**src/rtl/hazard_rd_tracker.sv**
```systemverilog
// Tracks destination register and occupancy of the EXE/MEM/WB stages, closes the
// stall loop with the stall controller, and keeps stall statistics plus a stuck-stall watchdog.
module hazard_rd_tracker #(
   parameter int unsigned ALEN          = 5,
   parameter int unsigned CNT_W         = 16,
   parameter int unsigned STALL_TIMEOUT = 8
) (
   input  logic             clk,
   input  logic             rst_n,
   input  logic             i_id_valid,
   input  logic [ALEN-1:0]  i_id_rd,
   input  logic             i_id_writes_rd,
   input  logic             i_flush,
   input  logic             i_stall,
   input  logic             i_is_staller,
   input  logic             i_is_mem_staller,
   input  logic             i_is_wb_staller,
   output logic [ALEN-1:0]  o_exe_rd,
   output logic [ALEN-1:0]  o_mem_rd,
   output logic [ALEN-1:0]  o_wb_rd,
   output logic             o_exe_valid,
   output logic             o_mem_valid,
   output logic             o_wb_valid,
   output logic             o_retire,
   output logic             o_pipeline_stalled,
   output logic [CNT_W-1:0] o_exe_stall_cnt,
   output logic [CNT_W-1:0] o_mem_stall_cnt,
   output logic [CNT_W-1:0] o_wb_stall_cnt,
   output logic [CNT_W-1:0] o_ext_stall_cnt,
   output logic             o_deadlock
);

   localparam logic [CNT_W-1:0] CntMax  = '1;
   localparam logic [7:0]       Timeout = 8'(STALL_TIMEOUT);

   logic             exe_valid_q, mem_valid_q, wb_valid_q, exe_valid_d;
   logic [ALEN-1:0]  exe_rd_q, mem_rd_q, wb_rd_q, exe_rd_d;
   logic             stalled_q;
   logic [CNT_W-1:0] exe_cnt_q, mem_cnt_q, wb_cnt_q, ext_cnt_q;
   logic [CNT_W-1:0] exe_cnt_d, mem_cnt_d, wb_cnt_d, ext_cnt_d;
   logic [7:0]       run_q, run_d;
   logic             deadlock_q, deadlock_d;

   function automatic logic [CNT_W-1:0] sat_inc(input logic [CNT_W-1:0] v);
      return (v == CntMax) ? v : v + CNT_W'(1);
   endfunction

   // Stall or flush both turn the EXE load into a bubble; rd is zeroed when nothing is written.
   always_comb begin
      exe_valid_d = 1'b0;
      exe_rd_d    = '0;
      if (!i_stall && !i_flush) begin
         exe_valid_d = i_id_valid;
         exe_rd_d    = (i_id_valid && i_id_writes_rd) ? i_id_rd : '0;
      end
   end

   always_comb begin
      exe_cnt_d = exe_cnt_q;
      mem_cnt_d = mem_cnt_q;
      wb_cnt_d  = wb_cnt_q;
      ext_cnt_d = ext_cnt_q;
      if (i_stall) begin
         if (i_is_staller)          exe_cnt_d = sat_inc(exe_cnt_q);
         else if (i_is_mem_staller) mem_cnt_d = sat_inc(mem_cnt_q);
         else if (i_is_wb_staller)  wb_cnt_d  = sat_inc(wb_cnt_q);
         else                       ext_cnt_d = sat_inc(ext_cnt_q);
      end
   end

   // Watchdog compares the post-edge run length so the flag rises on the timeout edge itself.
   always_comb begin
      run_d      = i_stall ? ((run_q == 8'hff) ? run_q : run_q + 8'd1) : 8'd0;
      deadlock_d = deadlock_q | (run_d >= Timeout);
   end

   always_ff @(posedge clk or negedge rst_n) begin
      if (!rst_n) begin
         exe_valid_q <= 1'b0;
         mem_valid_q <= 1'b0;
         wb_valid_q  <= 1'b0;
         exe_rd_q    <= '0;
         mem_rd_q    <= '0;
         wb_rd_q     <= '0;
         stalled_q   <= 1'b0;
         exe_cnt_q   <= '0;
         mem_cnt_q   <= '0;
         wb_cnt_q    <= '0;
         ext_cnt_q   <= '0;
         run_q       <= '0;
         deadlock_q  <= 1'b0;
      end else begin
         exe_valid_q <= exe_valid_d;
         exe_rd_q    <= exe_rd_d;
         mem_valid_q <= exe_valid_q;
         mem_rd_q    <= exe_rd_q;
         wb_valid_q  <= mem_valid_q;
         wb_rd_q     <= mem_rd_q;
         stalled_q   <= i_stall;
         exe_cnt_q   <= exe_cnt_d;
         mem_cnt_q   <= mem_cnt_d;
         wb_cnt_q    <= wb_cnt_d;
         ext_cnt_q   <= ext_cnt_d;
         run_q       <= run_d;
         deadlock_q  <= deadlock_d;
      end
   end

   assign o_exe_rd           = exe_rd_q;
   assign o_mem_rd           = mem_rd_q;
   assign o_wb_rd            = wb_rd_q;
   assign o_exe_valid        = exe_valid_q;
   assign o_mem_valid        = mem_valid_q;
   assign o_wb_valid         = wb_valid_q;
   assign o_retire           = wb_valid_q;
   assign o_pipeline_stalled = stalled_q;
   assign o_exe_stall_cnt    = exe_cnt_q;
   assign o_mem_stall_cnt    = mem_cnt_q;
   assign o_wb_stall_cnt     = wb_cnt_q;
   assign o_ext_stall_cnt    = ext_cnt_q;
   assign o_deadlock         = deadlock_q;

endmodule

```
**config.mk**
```make
export PLATFORM = sky130hd
export DESIGN_NAME = hazard_rd_tracker
export DESIGN_NICKNAME = d
export VERILOG_FILES = /design/src/rtl/hazard_rd_tracker.sv
export SDC_FILE = /design/constraint.sdc
export NUM_CORES = 1
export LEC_CHECK = 0
export BUFFER_PORTS_ARGS = -buffer_cell sky130_fd_sc_hd__clkbuf_2
export CAP_MARGIN = 20
export CORE_UTILIZATION = 45
export CTS_CLUSTER_DIAMETER = 200
export DETAILED_ROUTE_END_ITERATION = 16
export GPL_TIMING_DRIVEN = 1
export PLACE_DENSITY = 0.79
export SLEW_MARGIN = 20
export SYNTH_ARGS = -nofsm -noshare
export SYNTH_HDL_FRONTEND = slang
export SYNTH_SLANG_ARGS = --single-unit
```
**constraint.sdc**
```tcl
create_clock -name clk -period 2.9 [get_ports clk]
set_input_delay 0.435 -clock clk [delete_from_list [all_inputs] [get_ports clk]]
set_output_delay 0.435 -clock clk [all_outputs]
set_load 0.05 [all_outputs]
```
# Word level (Yosys, flattened, before mapping)
# Index checks and enable logic that the tools add are counted.
[totals] ff_bits=92 latch_bits=0 ramBits=0 rom_bits=0 out_inout_bits=85 memories=0
[classes] add_sub_neg=5 multipliers=0 div=0 n_lt_le_gt_ge=1 n_eq_ne=5 shift=0 mux=5 n_bitwise=8 n_reduce_logical=8
[ops] cell="16-bit by 1-bit adder with 16-bit output, second input constant" n=4
[ops] cell="16-bit == test, second input constant" n=4
[ops] cell="8-bit two-way mux" n=2
[ops] cell="5-bit two-way mux" n=2
[ops] cell="5-bit AND reduction" n=2
[ops] cell="8-bit by 1-bit adder with 8-bit output, second input constant" n=1
[ops] cell="8-bit == test, second input constant" n=1
[ops] cell="8-bit by 4-bit greater-or-equal comparator with 1-bit output, second input constant" n=1
[ops] cell="1-bit NOT" n=7
[ops] cell="4-bit AND reduction" n=1
[ops] cell="3-bit AND reduction" n=1
[ops] cell="1-bit logical AND" n=2
[ops] cell="1-bit zero test" n=2
[ops] cell="1-bit two-way mux" n=1
[ops] cell="1-bit bitwise OR" n=1

# Logic depth before layout (Yosys ltp)
[logic_depth] depth_word=5 depth_mapped=6 ltp_nobuf=6

# Worst setup path after synthesis
# Ideal clock, no wire load.
[synth_timing] path_kind="register -> register" start="reg wb_cnt_q[0], in the netlist o_wb_stall_cnt[0]" end="reg wb_cnt_q[1], in the netlist o_wb_stall_cnt[1]" arrival_time_ns=1.932 path_slack_ns=0.844 stages_incl_launch_ff=6 period_less_slack_ns=2.056 path_cell_list="dfrtp_1 -> ha_1 -> and4_1 -> and4_1 -> a21oi_2 -> mux2_2"
[synth_via] elab_chain_len=3 word_cells_on_any_way=4
[synth_lines] element="from (decl)" line="39" rtl="logic [CNT_W-1:0] exe_cnt_q, mem_cnt_q, wb_cnt_q, ext_cnt_q;"
[synth_lines] element="from (signal assigned)" line="102" rtl="wb_cnt_q <= wb_cnt_d;"
[synth_lines] element="branches (longest 3 deep; another with 16-bit by 1-bit adder with 16-bit output)"
# Several ways; the timed one is not identified.
# A chain may end at the register's enable or synchronous reset.

# Worst setup path in the final report
[layout_timing] start="reg ext_cnt_q[0], in the netlist o_ext_stall_cnt[0]" end="reg ext_cnt_q[1], in the netlist o_ext_stall_cnt[1]"
[layout_via] elab_chain_len=3 word_cells_on_any_way=4
[layout_lines] element="from (decl)" line="39"
[layout_lines] element="from (signal assigned)" line="103" rtl="ext_cnt_q <= ext_cnt_d;"
[layout_lines] element="branches (longest 3 deep; another with 16-bit by 1-bit adder with 16-bit output)"
# Several ways; the timed one is not identified.

==> impl_metrics.json <==
{
  "grt-ovfl-total": 0,
  "crit_fanout": 6,
  "yosysWarnings": 0,
  "final_cell_mix": "clkbuf_2, dfrtp_1, xnor2_1",
  "multi_input_area_um2": 1694,
  "finalHoldViolCount": 0,
  "via_per_inst": 5.370,
  "p_leak_nw": 2.400,
  "gr-usage-all-layers_pct": 17.66,
  "synth.area.top_cells": "dfrtp_1, xnor2_1, xor2_1",
  "hpwl_mm": 5.966,
  "cts_htree_levels": 3,
  "portBuffers": 98,
  "start_util_pct": 46.41,
  "drtIter0Drc": 83,
  "gp_congestion": 0.7970,
  "diodes": 0,
  "post_synth.cell_area_avg_um2": 11.54,
  "skew_ps": 14.71,
  "synth_edf_count": 0,
  "synth_cells": 349,
  "first_global_vias": 2878,
  "ys_types": 42,
  "maxCapViolations": 0,
  "die_y_um": 96.61,
  "die_w_um": 96.61,
  "fp-row-count": 34,
  "power_switching_mw": 1.273,
  "ios": 99,
  "reg2regPathDepth": 5,
  "cts.path.max_buffers": 2,
  "start_kind": "flip-flop",
  "rsz0062_at_grt": "false",
  "fmax_mhz": 512.5,
  "cts-root-buf": "clkbuf_8",
  "ant_nets": 0,
  "seqPwrFrac_pct": 46.8,
  "placed_cells": 554,
  "r2r-end": "o_ext_stall_cnt[1]$_DFFE_PN0P_",
  "swShare_pct": 37.27,
  "cts_sinks": 92,
  "hold_path.class": "input port to asynchronous set/reset pin",
  "fp.coreArea_um2": 8678,
  "mostFrequentLayoutCell": "clkbuf_2",
  "drc_errors": 0,
  "yosys.area.top_type": "dfrtp_1",
  "grt_max_degree": 49,
  "timing.final.crit_share_pct": 67.28,
  "worstPathRequired_ps": 3140,
  "syn_nets": 368,
  "worst_pin_slew_ps": 617.2,
  "post_route_cells_drive_above_1_share_pct": 28.57,
  "crit_path_end_kind": "flip-flop",
  "tns_ps": 0,
  "r2r_slack_ps": 950,
  "reg2reg_from": "o_ext_stall_cnt[0]$_DFFE_PN0P_",
  "ys.flop_type": "dfrtp_1",
  "wl_mm": 8.081,
  "maxSlewHeadroom_pct": 58.76,
  "fin_cells": 570,
  "wl_per_cell_um": 14.18,
  "num_vias": 3061,
  "grt_antenna_before_repair": 0,
  "fin_nets": 476,
  "cts_tree": "built",
  "power_frac_comb_pct": 25.4,
  "worstPathArrival_ps": 2190,
  "intPower_mw": 2.143,
  "min_period_ps": 1951,
  "cts_buffers": 9,
  "status": "completed",
  "fin_util_pct": 56.33,
  "slew_violations": 0,
  "async_flop_share_pct": 100.0,
  "holdBufCountCts": 0,
  "hold_ws_ps": 67.18,
  "clock_latency_ps": 350,
  "p_per_area_nw_per_um2": 698.7,
  "crit_type": "flip-flop to flip-flop",
  "max-vdd-ir-drop_mv": 0.4612,
  "ys_seq_area_share_pct": 57.16,
  "fillCellCount": 761,
  "p_clk_share_pct": 27.8,
  "seqCellArea_um2": 2302,
  "finalSetupViolCount": 0,
  "synth_seq_cells": 92,
  "worst_setup_hold_path_clk_slew_ps": 90,
  "area_delta_synth_final_pct": 21.37,
  "synth_area_um2": 4028,
  "synth_top_area_share_pct": 57.16,
  "post_cts_buffers": 0,
  "postCtsResizedCells": 0,
  "grt_pass1_wl_mm": 13.45,
  "die_area_um2": 9333,
  "drt_pass1_iterations": 4
}
-- worst max path at each step --
| stage | from | slack, ps | depth (start not counted) | endpoint |
|---|---|---|---|---|
| 2_1_floorplan | o_wb_stall_cnt[0]$_DFFE_PN0P_ | 840 | 5 | o_wb_stall_cnt[1]$_DFFE_PN0P_ |
| 3_3_place_gp | i_stall | 730 | 6 | o_ext_stall_cnt[14]$_DFFE_PN0P_ |
| 3_5_place_dp | i_stall | 690 | 5 | o_wb_stall_cnt[1]$_DFFE_PN0P_ |
| 4_1_cts | o_ext_stall_cnt[0]$_DFFE_PN0P_ | 930 | 5 | o_ext_stall_cnt[1]$_DFFE_PN0P_ |
| 5_1_grt | o_exe_stall_cnt[0]$_DFFE_PN0P_ | 800 | 6 | o_exe_stall_cnt[14]$_DFFE_PN0P_ |
| 6_report | o_ext_stall_cnt[0]$_DFFE_PN0P_ | 950 | 5 | o_ext_stall_cnt[1]$_DFFE_PN0P_ |
-- cell usage after synthesis (all sizes together) (2+ instances only) --
cell / n
nor3b: 3
buf: 2
ha: 5
a31oi: 9
dfrtp: 92
and4: 8
and2: 4
nor2: 23
xor2: 22
nand2: 31
mux2: 6
a21oi: 8
and3: 12
nand2b: 2
nand4: 22
nor3: 13
nand3: 22
or4b: 2
xnor2: 33
o21ai: 5
inv: 5
nor4: 7
-- kinds of logic (layout without fill, tap and decap cells) --
kind of cell | Yosys count | in the layout | share of synthesized area, %
AOI/OAI and AO/OA | 28 | 28 | 4.629
xor gates and xnor gates | 55 | 55 | 11.96
adders and majority gates | 5 | 5 | 1.553
buffers and inverters | 7 | 120 | 0.7766
DFF | 92 | 92 | 57.16
muxes | 7 | 7 | 1.926
and+or+nand+nor | 155 | 155 | 21.99
-- final cells by class --
type | instances | share of cell area [%]
Timing Repair Buffer | 99 | 10.49
Tap cell | 108 | 2.764
Inverter | 5 | 0.3839
Multi-Input combinational cell | 250 | 34.66
Clock buffer | 10 | 2.815
Clock inverter | 6 | 1.792
Sequential cell | 92 | 47.09
-- sequential cells by signal, indices dropped and copies added (netlist names) --
signal,flops
o_deadlock,1
o_exe_rd,5
o_exe_stall_cnt,16
o_exe_valid,1
o_ext_stall_cnt,16
o_mem_rd,5
o_mem_stall_cnt,16
o_mem_valid,1
o_pipeline_stalled,1
o_retire,1
o_wb_rd,5
o_wb_stall_cnt,16
run_q,8
-- power groups by stage --
stage                     clock network [mW]  registers [mW]  logic [mW]
final                                  0.950            1.60       0.867
after global routing                    1.02            1.63       0.922
after CTS                              0.978            1.60       0.880
after detailed placement                   0            1.62       0.877
after global placement                     0            1.61       0.863
after floorplan                            0            2.06       0.189
-- through the flow --
step                      instance area [um^2]  worst slack (ps)  power [mW]
after floorplan                           4028             843.5       2.252
after global placement                    4663             734.0       2.477
after global routing                      4888             801.8       3.570
final                                     4888             949.0       3.415
after detailed placement                  4663             687.1       2.500
after CTS                                 4888             931.6       3.457
-- metal layers --
layer / track usage [%] / up-vias / part of all wire (%)
met5: 0 / - / 0
met4: 6.889 / 0 / 1.4
met3: 4.191 / 12 / 5.1
met2: 27.63 / 87 / 47
met1: 23.81 / 1492 / 47
li1: - / 1470 / -
-- worst max-delay path, stage by stage, from the launching register on --
cell and delay [ps]:
dfrtp_1 490, ha_1 260, nand3_1 140, nor4_2 350
a31oi_2 240, mux2_1 350
Note: power is estimated with default switching activity, not from simulation.
